===== config.mk =====
export PLATFORM = sky130hd
export DESIGN_NAME = serial_parity_rx
export DESIGN_NICKNAME = d
export VERILOG_FILES = /design/src/rtl/serial_parity_pkg.sv /design/src/rtl/sync_2ff.sv /design/src/rtl/serial_parity_rx.sv
export SDC_FILE = /design/constraint.sdc
export NUM_CORES = 1
export LEC_CHECK = 0
export BUFFER_PORTS_ARGS = -buffer_cell sky130_fd_sc_hd__clkbuf_2
export CAP_MARGIN = 30
export CORE_MARGIN = 1
export CORE_UTILIZATION = 60
export CTS_BUF_LIST = sky130_fd_sc_hd__clkbuf_4
export CTS_CLUSTER_SIZE = 28
export DETAILED_ROUTE_END_ITERATION = 10
export PLACE_DENSITY = 0.8
export SYNTH_ARGS = -nofsm -noshare
export SYNTH_HDL_FRONTEND = slang
export SYNTH_SLANG_ARGS = --single-unit

===== constraint.sdc =====
create_clock -name clk -period 2.5 [get_ports clk]
set_clock_uncertainty 0.15 [all_clocks]
set_input_delay 0.25 -clock clk [delete_from_list [all_inputs] [get_ports clk]]
set_output_delay 0.25 -clock clk [all_outputs]
set_load 0.005 [all_outputs]

===== src/rtl/serial_parity_pkg.sv =====
// Shared definitions for the XOR-parity serial link: receiver FSM states,
// default link parameters and the parity rule used by both link ends.
package serial_parity_pkg;

    localparam int DEFAULT_CLKS_PER_BIT = 434;
    localparam int DEFAULT_DATA_BITS    = 8;

    typedef enum logic [2:0] {
        IDLE   = 3'd0,
        START  = 3'd1,
        DATA   = 3'd2,
        PARITY = 3'd3,
        STOP   = 3'd4,
        BREAK  = 3'd5
    } rx_state_t;

    // Parity bit a transmitter appends; callers zero-extend narrower words.
    function automatic logic parity_bit(input logic [63:0] word, input logic odd);
        return (^word) ^ odd;
    endfunction

endpackage


===== src/rtl/sync_2ff.sv =====
// Two-flop synchronizer for a single asynchronous input bit.
module sync_2ff #(
    parameter bit RESET_VALUE = 1'b1
) (
    input  logic clk,
    input  logic reset,
    input  logic d,
    output logic q
);

    logic meta;

    always_ff @(posedge clk) begin
        if (reset) begin
            meta <= RESET_VALUE;
            q    <= RESET_VALUE;
        end else begin
            meta <= d;
            q    <= meta;
        end
    end

endmodule


===== src/rtl/serial_parity_rx.sv =====
// Serial frame receiver: start, LSB-first data, XOR parity, stop.
// Reports every completed frame with parity and framing status.
module serial_parity_rx
    import serial_parity_pkg::*;
#(
    parameter int CLKS_PER_BIT = DEFAULT_CLKS_PER_BIT,
    parameter int DATA_BITS    = DEFAULT_DATA_BITS,
    parameter bit PARITY_ODD   = 1'b0
) (
    input  logic                 clk,
    input  logic                 reset,
    input  logic                 rx,
    output logic [DATA_BITS-1:0] data,
    output logic                 valid,
    output logic                 parity_err,
    output logic                 frame_err,
    output logic                 busy
);

    localparam int CNT_W = $clog2(CLKS_PER_BIT);
    localparam int IDX_W = (DATA_BITS > 1) ? $clog2(DATA_BITS) : 1;
    localparam int H     = CLKS_PER_BIT / 2;

    localparam logic [CNT_W-1:0] CNT_HALF = CNT_W'(H - 1);
    localparam logic [CNT_W-1:0] CNT_LAST = CNT_W'(CLKS_PER_BIT - 1);
    localparam logic [IDX_W-1:0] IDX_LAST = IDX_W'(DATA_BITS - 1);

    logic rx_s;

    rx_state_t            state, state_n;
    logic [CNT_W-1:0]     cnt, cnt_n;
    logic [IDX_W-1:0]     idx, idx_n;
    logic [DATA_BITS-1:0] shift, shift_n;
    logic                 par, par_n;
    logic [DATA_BITS-1:0] data_n;
    logic                 valid_n, parity_err_n, frame_err_n;

    sync_2ff #(.RESET_VALUE(1'b1)) u_sync (
        .clk   (clk),
        .reset (reset),
        .d     (rx),
        .q     (rx_s)
    );

    always_ff @(posedge clk) begin
        if (reset) begin
            state      <= IDLE;
            cnt        <= '0;
            idx        <= '0;
            shift      <= '0;
            par        <= 1'b0;
            data       <= '0;
            valid      <= 1'b0;
            parity_err <= 1'b0;
            frame_err  <= 1'b0;
        end else begin
            state      <= state_n;
            cnt        <= cnt_n;
            idx        <= idx_n;
            shift      <= shift_n;
            par        <= par_n;
            data       <= data_n;
            valid      <= valid_n;
            parity_err <= parity_err_n;
            frame_err  <= frame_err_n;
        end
    end

    always_comb begin
        state_n      = state;
        cnt_n        = cnt;
        idx_n        = idx;
        shift_n      = shift;
        par_n        = par;
        data_n       = data;
        valid_n      = 1'b0;
        parity_err_n = parity_err;
        frame_err_n  = frame_err;

        case (state)
            IDLE: begin
                if (!rx_s) begin
                    state_n = START;
                    cnt_n   = '0;
                end
            end

            // Re-check the start bit near its centre to reject glitches.
            START: begin
                if (cnt == CNT_HALF) begin
                    cnt_n = '0;
                    if (rx_s) begin
                        state_n = IDLE;
                    end else begin
                        state_n = DATA;
                        idx_n   = '0;
                    end
                end else begin
                    cnt_n = cnt + CNT_W'(1);
                end
            end

            DATA: begin
                if (cnt == CNT_LAST) begin
                    cnt_n          = '0;
                    shift_n[idx]   = rx_s;
                    if (idx == IDX_LAST) begin
                        state_n = PARITY;
                    end else begin
                        idx_n = idx + IDX_W'(1);
                    end
                end else begin
                    cnt_n = cnt + CNT_W'(1);
                end
            end

            PARITY: begin
                if (cnt == CNT_LAST) begin
                    cnt_n   = '0;
                    par_n   = rx_s;
                    state_n = STOP;
                end else begin
                    cnt_n = cnt + CNT_W'(1);
                end
            end

            // Publish at mid-stop so a new start edge can be caught right away.
            STOP: begin
                if (cnt == CNT_LAST) begin
                    cnt_n        = '0;
                    data_n       = shift;
                    parity_err_n = parity_bit(64'(shift), PARITY_ODD) ^ par;
                    frame_err_n  = ~rx_s;
                    valid_n      = 1'b1;
                    state_n      = rx_s ? IDLE : BREAK;
                end else begin
                    cnt_n = cnt + CNT_W'(1);
                end
            end

            BREAK: begin
                if (rx_s) begin
                    state_n = IDLE;
                end
            end

            default: begin
                state_n = IDLE;
                cnt_n   = '0;
                idx_n   = '0;
            end
        endcase
    end

    assign busy = (state != IDLE);

endmodule

==> reports/qor.json, run 1 <==
{
  "routabilityCongestion": {"value": 0.8701},
  "path_class": {"value": "flip-flop to flip-flop"},
  "grt_first_pass_wirelength": {"value": 5830, "unit": "um"},
  "synth_nets": {"value": 215},
  "fin_util": {"value": 71.03, "unit": "%"},
  "drt-pass1-iter-count": {"value": 4},
  "outcome": {"value": "complete, no violations"},
  "timing.reg2reg.setup_slack": {"value": 0.39, "unit": "ns"},
  "layout-area-overhead-vs-synth": {"value": 8.146, "unit": "%"},
  "unrepaired_setup_endpoints_after_global_routing": {"value": "no"},
  "drt_iter0_drc": {"value": 102},
  "placement_rows": {"value": 19},
  "p_int": {"value": 0.9077, "unit": "mW"},
  "synth_simple_gate_area_share": {"value": 25.36, "unit": "%"},
  "routed-via-count": {"value": 1494},
  "startpoint_type": {"value": "flip-flop"},
  "initial_utilization": {"value": 65.68, "unit": "%"},
  "maximum_number_of_pins_on_one_net_before_global_route_repair": {"value": 35},
  "worst_skew_late_latency": {"value": 0.35, "unit": "ns"},
  "combinationalPowerShare": {"value": 17.3, "unit": "%"},
  "avgRoutedWirePerCell": {"value": 14.02, "unit": "um"},
  "finalHoldViolations": {"value": 0},
  "cts-root-to-sink-buffers": {"value": 2},
  "power_density": {"value": 630.5, "unit": "mW/mm^2"},
  "synth-compound-area-share": {"value": 12.32, "unit": "%"},
  "hp-class": {"value": "flip-flop to flip-flop"},
  "timing.final.crit_share": {"value": 84.31, "unit": "%"},
  "combined_area_of_all_synthesized_cells": {"value": 0.001889, "unit": "mm^2"},
  "synth-seq-cells": {"value": 37},
  "ys.warnings.count": {"value": 0},
  "worst-endpoint-required": {"value": 2.58, "unit": "ns"},
  "pin_count": {"value": 15},
  "die_w": {"value": 58.12, "unit": "um"},
  "final_common_cell": {"value": "sky130_fd_sc_hd__nor2_1"},
  "drv.max_cap_violation_count": {"value": 0},
  "placed_cells": {"value": 252},
  "timing.max_slew.rel_slack": {"value": 54.99, "unit": "%"},
  "die-area": {"value": 0.003377, "unit": "mm^2"},
  "cp_data_arrival_time": {"value": 2.19, "unit": "ns"},
  "sequential_cell_fraction_of_total_power": {"value": 49.9, "unit": "%"},
  "cp-end-kind": {"value": "flip-flop"},
  "synth-seq-area-share": {"value": 39.21, "unit": "%"},
  "grt_antenna_before_repair": {"value": 0},
  "dpl.hpwl": {"value": 2647, "unit": "um"},
  "finalCriticalPeriod": {"value": 2.108, "unit": "ns"},
  "timing_max_transition_violations_final": {"value": 0},
  "synth.mux.area_fraction": {"value": 11.13, "unit": "%"},
  "synth_edf_count": {"value": 0},
  "number_of_nets_at_the_end_of_the_flow": {"value": 226},
  "netSwitchingFraction": {"value": 29.53, "unit": "%"},
  "asyncSetResetFlopFracSynth": {"value": 0, "unit": "%"},
  "place.port_buffers": {"value": 14},
  "clkTransAtPathRegs": {"value": 0.12, "unit": "ns"},
  "proportion_of_layout_cells_with_a_drive_suffix_above_1": {"value": 15.07, "unit": "%"},
  "tightest_slew": {"value": 0.6752, "unit": "ns"},
  "timing.setup.tns": {"value": 0, "unit": "ns"},
  "cts.root.buffer_cell": {"value": "sky130_fd_sc_hd__clkbuf_4"},
  "postSynthAreaPerCell": {"value": 9.127, "unit": "um^2"},
  "finish.instance_area": {"value": 0.002043, "unit": "mm^2"},
  "final_setup_viols": {"value": 0},
  "grt_pass1_vias": {"value": 1296},
  "diodes": {"value": 0},
  "netSwitchingPower": {"value": 0.3804, "unit": "mW"},
  "worst-path-max-fanout": {"value": 5},
  "cts_sinks": {"value": 37},
  "ys_types": {"value": 44},
  "totalPowerFinal": {"value": 1.288, "unit": "mW"},
  "totalWireLength": {"value": 3658, "unit": "um"},
  "adder_and_majority_cell_fraction_of_the_synthesized_area": {"value": 3.311, "unit": "%"},
  "main_combinational_cell_family_by_area_after_synthesis": {"value": "simple AND/OR/NAND/NOR gates"},
  "synth_xor_area_share": {"value": 4.437, "unit": "%"},
  "final_antenna_net_count": {"value": 0},
  "synth_ff_type": {"value": "sky130_fd_sc_hd__dfxtp_1"},
  "cts_inserted_buffers": {"value": 5},
  "placed_cell_area": {"value": 0.001954, "unit": "mm^2"},
  "total_grt_usage": {"value": 23.06, "unit": "%"},
  "die_height": {"value": 58.12, "unit": "um"},
  "vias_per_cell": {"value": 5.724},
  "tritoncts": {"value": "done"},
  "max_freq": {"value": 474.4, "unit": "MHz"},
  "leak_pwr": {"value": 0.8883, "unit": "nW"},
  "power.share.clock": {"value": 32.8, "unit": "%"},
  "irDropWorstVdd": {"value": 0.0005017, "unit": "V"},
  "htree_num_levels": {"value": 2},
  "grt_overflow": {"value": 0},
  "postSynthCellCount": {"value": 207},
  "stdcell_count": {"value": 261},
  "drc": {"value": 0},
  "design.core.area": {"value": 0.002877, "unit": "mm^2"},
  "commonest_cells_after_routing_fill_and_taps_aside": {"value": "sky130_fd_sc_hd__nor2_1, sky130_fd_sc_hd__dfxtp_1, sky130_fd_sc_hd__mux2i_1, sky130_fd_sc_hd__clkbuf_2, sky130_fd_sc_hd__nand2_1"}
}
## per-stage QoR
step	worst slack, ns	hold slack, ns
final	0.3922	0.2749
after global routing	0.2347	0.2904
after CTS	0.4095	0.2779
after detailed placement	0.4364	0.2476
after global placement	0.5200	0.2483
after floorplan	0.6419	0.2038
## power groups by stage
stage / combinational [mW] / clock [mW] / sequential [mW]
global placement: 0.206 / 0 / 0.655
global route: 0.251 / 0.443 / 0.649
detailed placement: 0.221 / 0 / 0.656
floorplan: 0.205 / 0 / 0.634
finish: 0.223 / 0.423 / 0.643
CTS: 0.224 / 0.420 / 0.642
## sequential cells by signal, summed over array words and instances, names as in the netlist
signal,flops
u_sync.q,1
par,1
data,8
idx,3
state,3
parity_err,1
frame_err,1
u_sync.meta,1
cnt,9
valid,1
shift,8
## worst paths after layout
kind                            cells past startpoint                     to                   start
worst max-delay path                                7  shift[5]$_SDFFE_PP0P_     cnt[1]$_SDFFE_PP0P_
worst min-delay path                                1    u_sync.q$_SDFF_PP1_  u_sync.meta$_SDFF_PP1_
worst max register to register                      7  shift[5]$_SDFFE_PP0P_     cnt[1]$_SDFFE_PP0P_
worst min register to register                      1    u_sync.q$_SDFF_PP1_  u_sync.meta$_SDFF_PP1_
## cell usage after synthesis, types with 2 or more instances
cell type | count | share of area, %
sky130_fd_sc_hd__o21ai_0 | 5 | 1.3
sky130_fd_sc_hd__and3_1 | 2 | 0.66
sky130_fd_sc_hd__ha_1 | 5 | 3.3
sky130_fd_sc_hd__mux2i_1 | 21 | 11
sky130_fd_sc_hd__nand3b_1 | 2 | 0.79
sky130_fd_sc_hd__and2_1 | 2 | 0.66
sky130_fd_sc_hd__nor3b_1 | 4 | 1.6
sky130_fd_sc_hd__nand2_1 | 12 | 2.4
sky130_fd_sc_hd__buf_6 | 2 | 1.2
sky130_fd_sc_hd__nand4b_1 | 2 | 0.93
sky130_fd_sc_hd__nand4bb_1 | 2 | 1.2
sky130_fd_sc_hd__or3b_1 | 2 | 0.93
sky130_fd_sc_hd__nor2_1 | 38 | 7.5
sky130_fd_sc_hd__a21o_1 | 4 | 1.6
sky130_fd_sc_hd__a211oi_1 | 2 | 0.79
sky130_fd_sc_hd__nor3_1 | 2 | 0.53
sky130_fd_sc_hd__a22o_1 | 4 | 1.9
sky130_fd_sc_hd__inv_1 | 4 | 0.79
sky130_fd_sc_hd__nand3_1 | 6 | 1.6
sky130_fd_sc_hd__or2_2 | 3 | 0.99
sky130_fd_sc_hd__xnor2_1 | 5 | 2.3
sky130_fd_sc_hd__nor2b_1 | 2 | 0.66
sky130_fd_sc_hd__dfxtp_1 | 37 | 39
sky130_fd_sc_hd__o211ai_1 | 2 | 0.79
sky130_fd_sc_hd__a21oi_1 | 7 | 1.9
sky130_fd_sc_hd__nand4_1 | 3 | 0.99
sky130_fd_sc_hd__buf_2 | 4 | 1.1
sky130_fd_sc_hd__clkbuf_1 | 6 | 1.2
sky130_fd_sc_hd__xor2_1 | 2 | 0.93
## kinds of logic after synthesis
kind of cell | Yosys count
AND/OR/NAND/NOR | 89
multiplexers | 21
buffers and inverters | 16
AO/OA/AOI/OAI | 31
adder cells (fa/ha/maj) | 5
flip-flops | 37
XOR/XNOR | 8
## final cells by class
cell class,instances,area (um^2)
fill,224,833.3
sequential,37,740.7
multi-input combinational,154,1069
clock buffer,5,37.54
tap,42,52.55
clock inverter,3,41.29
inverter,4,15.01
timing repair buffer,16,87.58
## worst max-delay path: stages, from the launching register on
cell	delay, ns
sky130_fd_sc_hd__dfxtp_1	0.34
sky130_fd_sc_hd__inv_1	0.10
sky130_fd_sc_hd__ha_1	0.18
sky130_fd_sc_hd__nor4bb_1	0.38
sky130_fd_sc_hd__nand4_1	0.24
sky130_fd_sc_hd__nor3b_1	0.30
sky130_fd_sc_hd__mux2i_1	0.23
sky130_fd_sc_hd__nor2_1	0.05
## what timing repair did
| item | in CTS | in global routing |
|---|---|---|
| gates resized for setup | 0 | 0 |
| endpoints found under the hold margin | 1 | 0 |
| hold buffers | 1 | 0 |
| buffers inserted | 0 | 0 |
## routing by layer
metal  wire [um]  vias up  track usage, %
met5           0        -               0
met4          69        0           11.22
met3         114        7           4.688
met2        1811       30           38.26
met1        1663      709           28.55
li1            -      748               -
Power figures use the tool's default switching activity.
==> inputs of run 2 (changes only) <==
Settings changed: CORE_UTILIZATION 60 to 55, PLACE_DENSITY 0.8 to 0.77.
Clock period 2.5 ns to 1.7 ns, I/O delays scaled along.
==> run 2 against run 1 <==
Against the previous run: the flow now finishes with violations (setup timing); die area is 8.8% higher; sequential power is 42% higher; critical path depth is 2 higher; clock-buffer cell count stayed put; global-route usage is 3.5 points higher; largest cell class unchanged; largest power group unchanged; highest routed layer unchanged.
==> reports/qor.json, run 2 (same netlist as run 1, synthesis figures left out) <==
{
  "place.port_buffers": {"value": 14},
  "totalWireLength": {"value": 4455, "unit": "um"},
  "combinationalPowerShare": {"value": 28.5, "unit": "%"},
  "largest_reg_flops": {"value": 9},
  "initial_utilization": {"value": 59.92, "unit": "%"},
  "p_int": {"value": 1.493, "unit": "mW"},
  "startpoint_type": {"value": "flip-flop"},
  "netSwitchingFraction": {"value": 30.42, "unit": "%"},
  "irDropWorstVdd": {"value": 0.0006100, "unit": "V"},
  "max_flop_register": {"value": "cnt"},
  "worst_hold_margin": {"value": 0.03518, "unit": "ns"},
  "placement_rows": {"value": 20},
  "final_setup_viols": {"value": 22},
  "worst-path-max-fanout": {"value": 3},
  "routed-via-count": {"value": 1698},
  "cp-end-kind": {"value": "flip-flop"},
  "cts_inserted_buffers": {"value": 5},
  "grt_pass1_vias": {"value": 1562},
  "vias_per_cell": {"value": 5.641},
  "cp_cell_sequence": {"value": "inv_1, ha_1, nand4bb_1, o211ai_1, buf_4, buf_4, nand4_1, mux2i_1, nor2_1"},
  "die-area": {"value": 0.003674, "unit": "mm^2"},
  "final_common_cell": {"value": "sky130_fd_sc_hd__nor2_1"},
  "finalCriticalPeriod": {"value": 1.973, "unit": "ns"},
  "dpl.hpwl": {"value": 3022, "unit": "um"},
  "grt_first_pass_wirelength": {"value": 7093, "unit": "um"},
  "layout-area-overhead-vs-synth": {"value": 29.40, "unit": "%"},
  "cp_data_arrival_time": {"value": 2.07, "unit": "ns"},
  "cp.buffers_inverters": {"value": 3},
  "drv.max_cap_violation_count": {"value": 0},
  "clkTransAtPathRegs": {"value": 0.12, "unit": "ns"},
  "grt_overflow": {"value": 0},
  "cpMaxStageDelayCell": {"value": "sky130_fd_sc_hd__dfxtp_2"},
  "layout_top_registers": {"value": "cnt (9), data (8), shift (8)"},
  "timing.final.crit_share": {"value": 116.1, "unit": "%"},
  "cts.root.buffer_cell": {"value": "sky130_fd_sc_hd__clkbuf_4"},
  "avgRoutedWirePerCell": {"value": 14.80, "unit": "um"},
  "drt-pass1-iter-count": {"value": 5},
  "hp-class": {"value": "input pin to flip-flop"},
  "power.share.clock": {"value": 28.9, "unit": "%"},
  "proportion_of_layout_cells_with_a_drive_suffix_above_1": {"value": 33.07, "unit": "%"},
  "commonest_cells_after_routing_fill_and_taps_aside": {"value": "sky130_fd_sc_hd__nor2_1, sky130_fd_sc_hd__buf_4, sky130_fd_sc_hd__dfxtp_1, sky130_fd_sc_hd__mux2i_1, sky130_fd_sc_hd__clkbuf_2"},
  "worst_skew_late_latency": {"value": 0.36, "unit": "ns"},
  "timing_max_transition_violations_final": {"value": 0},
  "finalHoldViolations": {"value": 0},
  "total_grt_usage": {"value": 26.61, "unit": "%"},
  "final_antenna_net_count": {"value": 0},
  "path_class": {"value": "flip-flop to flip-flop"},
  "outcome": {"value": "finished with violations"},
  "worst-endpoint-required": {"value": 1.80, "unit": "ns"},
  "timing.max_slew.rel_slack": {"value": 77.18, "unit": "%"},
  "drc": {"value": 0},
  "timing.setup.tns": {"value": -3.705, "unit": "ns"},
  "tritoncts": {"value": "done"},
  "netSwitchingPower": {"value": 0.6527, "unit": "mW"},
  "violations_in_the_final_reports": {"value": "setup timing"},
  "biggest_cell_delay_along_the_critical_path": {"value": 0.35, "unit": "ns"},
  "postLayoutSetupSlackWorst": {"value": -0.2730, "unit": "ns"},
  "pin_count": {"value": 15},
  "leak_pwr": {"value": 1.104, "unit": "nW"},
  "maximum_number_of_pins_on_one_net_before_global_route_repair": {"value": 25},
  "die_w": {"value": 60.61, "unit": "um"},
  "max_freq": {"value": 506.8, "unit": "MHz"},
  "sequential_cell_fraction_of_total_power": {"value": 42.7, "unit": "%"},
  "grt_antenna_before_repair": {"value": 0},
  "power_density": {"value": 877.7, "unit": "mW/mm^2"},
  "routabilityCongestion": {"value": 0.8468},
  "drt_iter0_drc": {"value": 105},
  "diodes": {"value": 0},
  "critPathTopFamily": {"value": "simple AND/OR/NAND/NOR gates"},
  "htree_num_levels": {"value": 2},
  "cts_sinks": {"value": 37},
  "tightest_slew": {"value": 0.3415, "unit": "ns"},
  "design.core.area": {"value": 0.003153, "unit": "mm^2"},
  "number_of_nets_at_the_end_of_the_flow": {"value": 264},
  "timing.critical_path.mode_cell": {"value": "sky130_fd_sc_hd__buf_4"},
  "cts-root-to-sink-buffers": {"value": 2},
  "unrepaired_setup_endpoints_after_global_routing": {"value": "yes"},
  "die_height": {"value": 60.61, "unit": "um"},
  "totalPowerFinal": {"value": 2.146, "unit": "mW"}
}
[run 2: path summary, 6_finish.rpt]
kind | from | to | slack, ns | cells past startpoint
setup / recovery | cnt[0]$_SDFFE_PP0P_ | par$_SDFFE_PP0P_ | -0.27 | 9
hold / removal | reset | cnt[0]$_SDFFE_PP0P_ | 0.04 | 2
setup reg to reg | cnt[0]$_SDFFE_PP0P_ | par$_SDFFE_PP0P_ | -0.27 | 9
hold reg to reg | u_sync.meta$_SDFF_PP1_ | u_sync.q$_SDFF_PP1_ | 0.29 | 1
[run 2: timing repair]
action,in CTS,in global routing
endpoints found under the setup margin,34,31
hold buffers,1,0
endpoints found under the hold margin,1,0
resized for setup,16,5
buffers inserted,4,2
pin swaps,10,4
[run 2: worst reg2reg max path: stages, from the launching register on]
cell	delay, ns
sky130_fd_sc_hd__dfxtp_2	0.35
sky130_fd_sc_hd__inv_1	0.05
sky130_fd_sc_hd__ha_1	0.14
sky130_fd_sc_hd__nand4bb_1	0.17
sky130_fd_sc_hd__o211ai_1	0.32
sky130_fd_sc_hd__buf_4	0.19
sky130_fd_sc_hd__buf_4	0.10
sky130_fd_sc_hd__nand4_1	0.12
sky130_fd_sc_hd__mux2i_1	0.20
sky130_fd_sc_hd__nor2_1	0.06
[run 2: layout make-up]
type                       instances  area [um^2]
fill                             228        708.2
tap                               44        55.05
multi-input combinational        154         1162
clock buffer                       5        37.54
inverter                           4        15.01
sequential                        37        749.5
timing repair buffer              54        384.1
clock inverter                     3        41.29
[run 2: metal layers]
layer	track usage (%)	vias to the layer above	wire length [um]
met5	0	-	0
met4	11.36	0	101
met3	7.249	12	160
met2	45.53	46	2271
met1	31.35	817	1922
li1	-	823	-
[run 2: power groups by stage]
stage          Sequential [mW]  Combinational (mW)  Clock [mW]
6_report                 0.915               0.611       0.620
5_1_grt                  0.920               0.658       0.661
4_1_cts                  0.915               0.574       0.619
3_5_place_dp             0.936               0.498           0
3_3_place_gp             0.932               0.472           0
2_1_floorplan            0.935               0.303           0
[run 2: metrics by stage]
stage / std cells / setup WS, ns / cell area, um^2 / utilization [%]
6_report: 301 / -0.2730 / 2445 / 77.54
5_1_grt: 301 / -0.3445 / 2445 / 77.54
4_1_cts: 300 / -0.1544 / 2420 / 76.75
3_5_place_dp: 288 / -0.2235 / 2236 / 70.91
3_3_place_gp: 288 / -0.1498 / 2236 / 70.91
2_1_floorplan: 207 / -0.1247 / 1913 / -
